File: src/rtl/maze_solver_param.sv
// Shortest-path solver for a serially loaded MAZE_N x MAZE_N maze: a parallel flood
// from the goal builds per-cell back-pointers, then a cursor walks them from (0,0).
module maze_solver_param #(
   parameter int MAZE_N  = 15,
   parameter int COORD_W = 4
) (
   input  logic               clk,
   input  logic               rst_n,
   input  logic               in_valid,
   input  logic               maze,
   output logic               out_valid,
   output logic               maze_not_valid,
   output logic [COORD_W-1:0] out_x,
   output logic [COORD_W-1:0] out_y
);

   localparam int NN    = MAZE_N * MAZE_N;
   localparam int CNT_W = $clog2(NN);

   typedef enum logic [2:0] {IDLE, LOAD, CHECK, FLOOD, TRACE, FAIL} state_t;

   state_t             state_q, state_d;
   logic [NN-1:0]      wall;
   logic [NN-1:0]      visited;
   logic [NN-1:0]      new_vis;
   logic [1:0]         ptr     [NN];
   logic [1:0]         new_ptr [NN];
   logic [CNT_W-1:0]   cnt;
   logic [COORD_W-1:0] cur_x, cur_y;
   logic [CNT_W-1:0]   cur_idx;
   logic               at_goal;
   logic               ends_blocked;

   // Pointer codes: 0 = right, 1 = down, 2 = left, 3 = up; priority in that order.
   for (genvar gy = 0; gy < MAZE_N; gy++) begin : g_row
      for (genvar gx = 0; gx < MAZE_N; gx++) begin : g_col
         localparam int I = gy * MAZE_N + gx;
         logic vr, vd, vl, vu;
         if (gx < MAZE_N - 1) begin : g_r
            assign vr = visited[I+1];
         end else begin : g_nr
            assign vr = 1'b0;
         end
         if (gy < MAZE_N - 1) begin : g_d
            assign vd = visited[I+MAZE_N];
         end else begin : g_nd
            assign vd = 1'b0;
         end
         if (gx > 0) begin : g_l
            assign vl = visited[I-1];
         end else begin : g_nl
            assign vl = 1'b0;
         end
         if (gy > 0) begin : g_u
            assign vu = visited[I-MAZE_N];
         end else begin : g_nu
            assign vu = 1'b0;
         end
         assign new_vis[I] = ~wall[I] & ~visited[I] & (vr | vd | vl | vu);
         assign new_ptr[I] = vr ? 2'd0 : vd ? 2'd1 : vl ? 2'd2 : 2'd3;
      end
   end

   always_comb begin
      cur_idx      = CNT_W'(int'(cur_y) * MAZE_N + int'(cur_x));
      at_goal      = (cur_x == COORD_W'(MAZE_N - 1)) && (cur_y == COORD_W'(MAZE_N - 1));
      ends_blocked = wall[0] | wall[NN-1];
   end

   always_comb begin
      state_d = state_q;
      case (state_q)
         IDLE:  if (in_valid) state_d = LOAD;
         LOAD:  if (in_valid && cnt == CNT_W'(NN - 1)) state_d = CHECK;
         CHECK: state_d = ends_blocked ? FAIL : FLOOD;
         FLOOD: begin
            if (new_vis[0])      state_d = TRACE;
            else if (~|new_vis)  state_d = FAIL;
         end
         TRACE: if (at_goal) state_d = IDLE;
         FAIL:  state_d = IDLE;
         default: state_d = IDLE;
      endcase
   end

   always_ff @(posedge clk or negedge rst_n) begin
      if (!rst_n) state_q <= IDLE;
      else        state_q <= state_d;
   end

   always_ff @(posedge clk or negedge rst_n) begin
      if (!rst_n) begin
         wall    <= '0;
         visited <= '0;
         cnt     <= '0;
         cur_x   <= '0;
         cur_y   <= '0;
         for (int unsigned i = 0; i < NN; i++) ptr[i] <= '0;
      end else begin
         case (state_q)
            IDLE: begin
               visited <= '0;
               if (in_valid) begin
                  wall[0] <= maze;
                  cnt     <= CNT_W'(1);
               end
            end
            LOAD: begin
               if (in_valid) begin
                  wall[cnt] <= maze;
                  cnt       <= cnt + CNT_W'(1);
               end
            end
            CHECK: begin
               cur_x <= '0;
               cur_y <= '0;
               if (!ends_blocked) visited[NN-1] <= 1'b1;
            end
            FLOOD: begin
               visited <= visited | new_vis;
               for (int unsigned i = 0; i < NN; i++)
                  if (new_vis[i]) ptr[i] <= new_ptr[i];
            end
            TRACE: begin
               if (at_goal) visited <= '0;
               case (ptr[cur_idx])
                  2'd0:    cur_x <= cur_x + COORD_W'(1);
                  2'd1:    cur_y <= cur_y + COORD_W'(1);
                  2'd2:    cur_x <= cur_x - COORD_W'(1);
                  default: cur_y <= cur_y - COORD_W'(1);
               endcase
            end
            FAIL: visited <= '0;
            default: ;
         endcase
      end
   end

   // Failure pulse is registered on entry to FAIL so it coincides with that state.
   always_ff @(posedge clk or negedge rst_n) begin
      if (!rst_n) begin
         out_valid      <= 1'b0;
         maze_not_valid <= 1'b0;
         out_x          <= '0;
         out_y          <= '0;
      end else begin
         out_valid      <= (state_q == TRACE);
         maze_not_valid <= (state_d == FAIL);
         out_x          <= (state_q == TRACE) ? cur_x : '0;
         out_y          <= (state_q == TRACE) ? cur_y : '0;
      end
   end

endmodule

File: config.mk
export PLATFORM = sky130hd
export DESIGN_NAME = maze_solver_param
export DESIGN_NICKNAME = d
export VERILOG_FILES = /design/src/rtl/maze_solver_param.sv
export SDC_FILE = /design/constraint.sdc
export NUM_CORES = 2
export LEC_CHECK = 0
export CAP_MARGIN = 40
export CORE_MARGIN = 2
export CORE_UTILIZATION = 34
export DETAILED_ROUTE_END_ITERATION = 10
export DONT_BUFFER_PORTS = 1
export SETUP_SLACK_MARGIN = 0.4
export SYNTH_ARGS = -nofsm -noshare
export SYNTH_HDL_FRONTEND = slang
export SYNTH_SLANG_ARGS = --single-unit
File: constraint.sdc
create_clock -name clk -period 12.9 [get_ports clk]
set_clock_uncertainty 0.2 [all_clocks]
set_input_delay 3.87 -clock clk [delete_from_list [all_inputs] [get_ports clk]]
set_output_delay 3.87 -clock clk [all_outputs]
set_load 0.005 [all_outputs]
==> key figures <==
Run status
  • Status: finished clean

Critical path
  • Reg-to-reg startpoint: cur_y[2]
  • Worst-case reg-to-reg path depth: 20
  • Critical path endpoint category: register
  • WS Path Type: register to register
  • Critical Path End: cur_x[2]
  • Worst r2r dst: cur_x[2]
  • Reg2reg setup slack: between 5 and 6 ns
  • Required @ worst endpoint: ~13 ns
  • Worst-path maximum fanout: 8
  • Crit path launch: cur_y[2]
  • CP arrival: around 7.6 ns
  • Startpoint Class: register

Detailed routing
  • DRT Pass-1 Iters: 6
  • Initial DRC Count: between 4000 and 5000
  • DRC viols: 0
  • Final ANT Viol Nets: 0
  • Post-DR wirelength/cell: ~27 microns
  • Vias per cell: slightly below 6
  • Final wirelength: between 150000 and 200000 microns
  • Vias: 35661

Final layout
  • Post-Layout Cell Count: 6094
  • P&R area growth vs syn: 14.8%
  • Fillers: 12559
  • Nets: roughly 4300
  • Share of cells above drive strength 1: a little under a quarter

Power and ir drop
  • Max VDD drop: 0.000113 V
  • Power Dens Cells: around 150 mW/mm^2
  • Pleak: about 23 nW

Floorplan
  • Die area: around 0.13 sq mm
  • Core area: 0.130 sq mm
  • Initial Util: about a third
  • Die Ht: 366 microns
  • Std cell rows: roughly 130
  • # IOs: 14
  • Die W: approximately 370 microns

Clocking
  • Clock tree buffer depth: 3
  • Num Clock Sinks: around 930
  • TritonCTS clock tree: done
  • Post-CTS Setup Repair Bufs: 0
  • Clk slew on worst S/H paths: around 0.060 ns
  • TritonCTS Buffers: 101
  • Hold_buf cts: 0
  • # H-tree levels: 3
  • CTS root buf: clkbuf_16
  • Worst-Skew Late Latency: roughly 0.70 ns
  • PostCTS Resize Cnt: 0

Timing
  • Final Hold Viols: 0
  • Setup_tns: 0 ns
  • Slew Viols, Final: 0
  • Setup Viol. Count Final: 0
  • Final min period: between 7 and 8 ns
  • Fin crit share: between 50 and 60%
  • Worst Tran Pin Value: 1.11 ns
  • Unrepaired setup endpoints after global routing: false
  • Fmax: approximately 140 MHz
  • Slew HR: 25.8%

Logic synthesis
  • Library cells used by synthesis: 66
  • Mapped Cells: 4224
  • Ys Warns: 0
  • Asr flop ratio synth: 100%
  • Sequential share of the synthesized area: about 52%
  • Predominant post-synthesis flop cell: dfrtp_1
  • Synth top area cells: dfrtp_1 52%, mux2_2 13%, mux4_2 5.9%, nand2_1 5.7%, nor2_1 4.2%
  • #FFs+latches synth: between 900 and 1000
  • Mapped cell area: roughly 0.045 sq mm
  • Synth area leader: dfrtp_1
  • Syn_nets: ~4300
  • Area share of the largest cell type after synthesis: between 50 and 60%
  • EDFF count, synth: 0
  • Synth Area per Inst: ~11 sq um

Min path
  • WHS Path Cells: 2
  • Worst min path class: register to register
  • Min-delay src: ptr[4]

Place
  • Half-perimeter wire length after placement: 116000 microns
  • Dpl cells: between 5000 and 6000
  • RePlAce Congestion: between 0.9 and 1
  • IO buf count: 0

Job
  • Number of max-cap violations: 0

Global route
  • Largest net degree at the start of global routing: ~930
  • Gr usage total: 24.2%
  • Initial antenna violation count: 4
  • First-pass GRT wire length: 243000 microns
  • Vias in the first global route: ~35000
  • Global route overflow: 0
critical path, cell delays in order (launching register included):
cell and delay, ns:
dfrtp_1 0.55, fa_1 0.54, fa_1 0.53, inv_1 0.05, fa_1 0.50, inv_1 0.04
ha_1 0.50, and3_1 0.29, o21a_1 0.37, o211ai_1 0.38, nor3_1 0.70, nor4bb_1 0.63
a211o_1 0.26, a311oi_4 0.09, nand2b_1 0.24, xnor2_1 0.13, ha_1 0.23, or3_1 0.33
a2111oi_0 0.40, nor2_1 0.07, o311ai_1 0.08
how the worst min path moves through the flow:
stage               endpoint  slack, ns
floorplan             ptr[1]       0.24
CTS                   ptr[6]       0.28
finish                ptr[4]       0.28
detailed placement    ptr[1]       0.26
global route        ptr[449]       0.30
global placement     ptr[12]       0.26
cells by family after synthesis:
logic type | after synthesis | synth area share (%)
muxes | 649 | 19.3
and+or+nand+nor | 1455 | 13.5
DFF | 928 | 52.2
xor gates and xnor gates | 14 | 0.292
AOI/OAI and AO/OA | 810 | 10.7
buffers and inverters | 334 | 2.98
adders and majority gates | 34 | 1.09
layout make-up:
cell class	instances	area [sq um]	share of cell area, %
Clock buffer	140	2990	5.85
Multi-Input combinational cell	2962	20200	39.6
Sequential cell	928	23200	45.4
Antenna cell	1	2.50	0.00490
Timing Repair Buffer	150	1420	2.78
Clock inverter	45	602	1.18
Inverter	126	473	0.925
Tap cell	1742	2180	4.26
where the power goes:
group	total, mW	internal, mW	leakage [nW]	switching [mW]
Sequential	3.33	3.10	12.9	0.225
Combinational	1.28	0.419	8.63	0.866
Clock	3.14	1.88	1.78	1.26
Total	7.75	5.40	23.3	2.35
flip-flops by register name, summed over array words and instances (netlist names), 3 cells and up:
signal	flops
cnt	8
out_y	4
cur_y	4
wall	225
out_x	4
visited	225
state_q	3
ptr	449
cur_x	4
cells in the final DEF, fill, tap and decap left out, types with 8 or more instances in the layout:
master and n:
dfrtp_1 928, nand2_1 679, mux2_2 516, nor2_1 480, a21oi_1 331, o21ai_0 220, a211oi_1 167, inv_1 125
mux4_2 116, nor3_1 112, clkbuf_16 106, buf_4 65, nor4_1 60, buf_2 54, o31ai_1 28, nand3_1 25
ha_1 24, clkinv_2 23, clkbuf_8 21, nand4_1 19, mux2i_1 17, buf_16 15, clkbuf_1 13, bufinv_16 13
and3_1 10, nor2_4 10, a31oi_1 9, nand2b_1 8, nor2b_1 8, nor2_2 8
synthesized netlist by cell type (all sizes together), types with 7 or more instances:
cell	n
mux2	516
nor3	121
o31ai	28
fa	8
nand2b	8
nand2	679
mux2i	17
clkbuf	172
xor2	7
buf	36
a31oi	9
inv	126
mux4	116
a211oi	171
o21ai	221
ha	26
nand3	26
xnor2	7
a21oi	331
dfrtp	928
nor4	61
and3	10
nor2b	8
a311oi	8
nor2	498
nand4	19
layer usage:
metal	global-route usage [%]	wire length, microns
met3	4.89	15400
met4	12.9	10100
met2	34.8	70300
met1	34.1	68900
met5	0	23
metrics by stage:
step	hold slack [ns]	power (mW)	setup slack (ns)	instance area, sq um	util, %
after CTS	0.279	7.66	5.86	51000	39.3
after global placement	0.255	4.48	5.08	46600	35.9
after floorplan	0.243	3.93	6.93	44500	-
after detailed placement	0.262	4.55	5.91	47400	36.5
after global routing	0.295	7.98	5.36	51100	39.4
final	0.275	7.75	5.68	51100	39.4
Power figures use the tool's default switching activity.
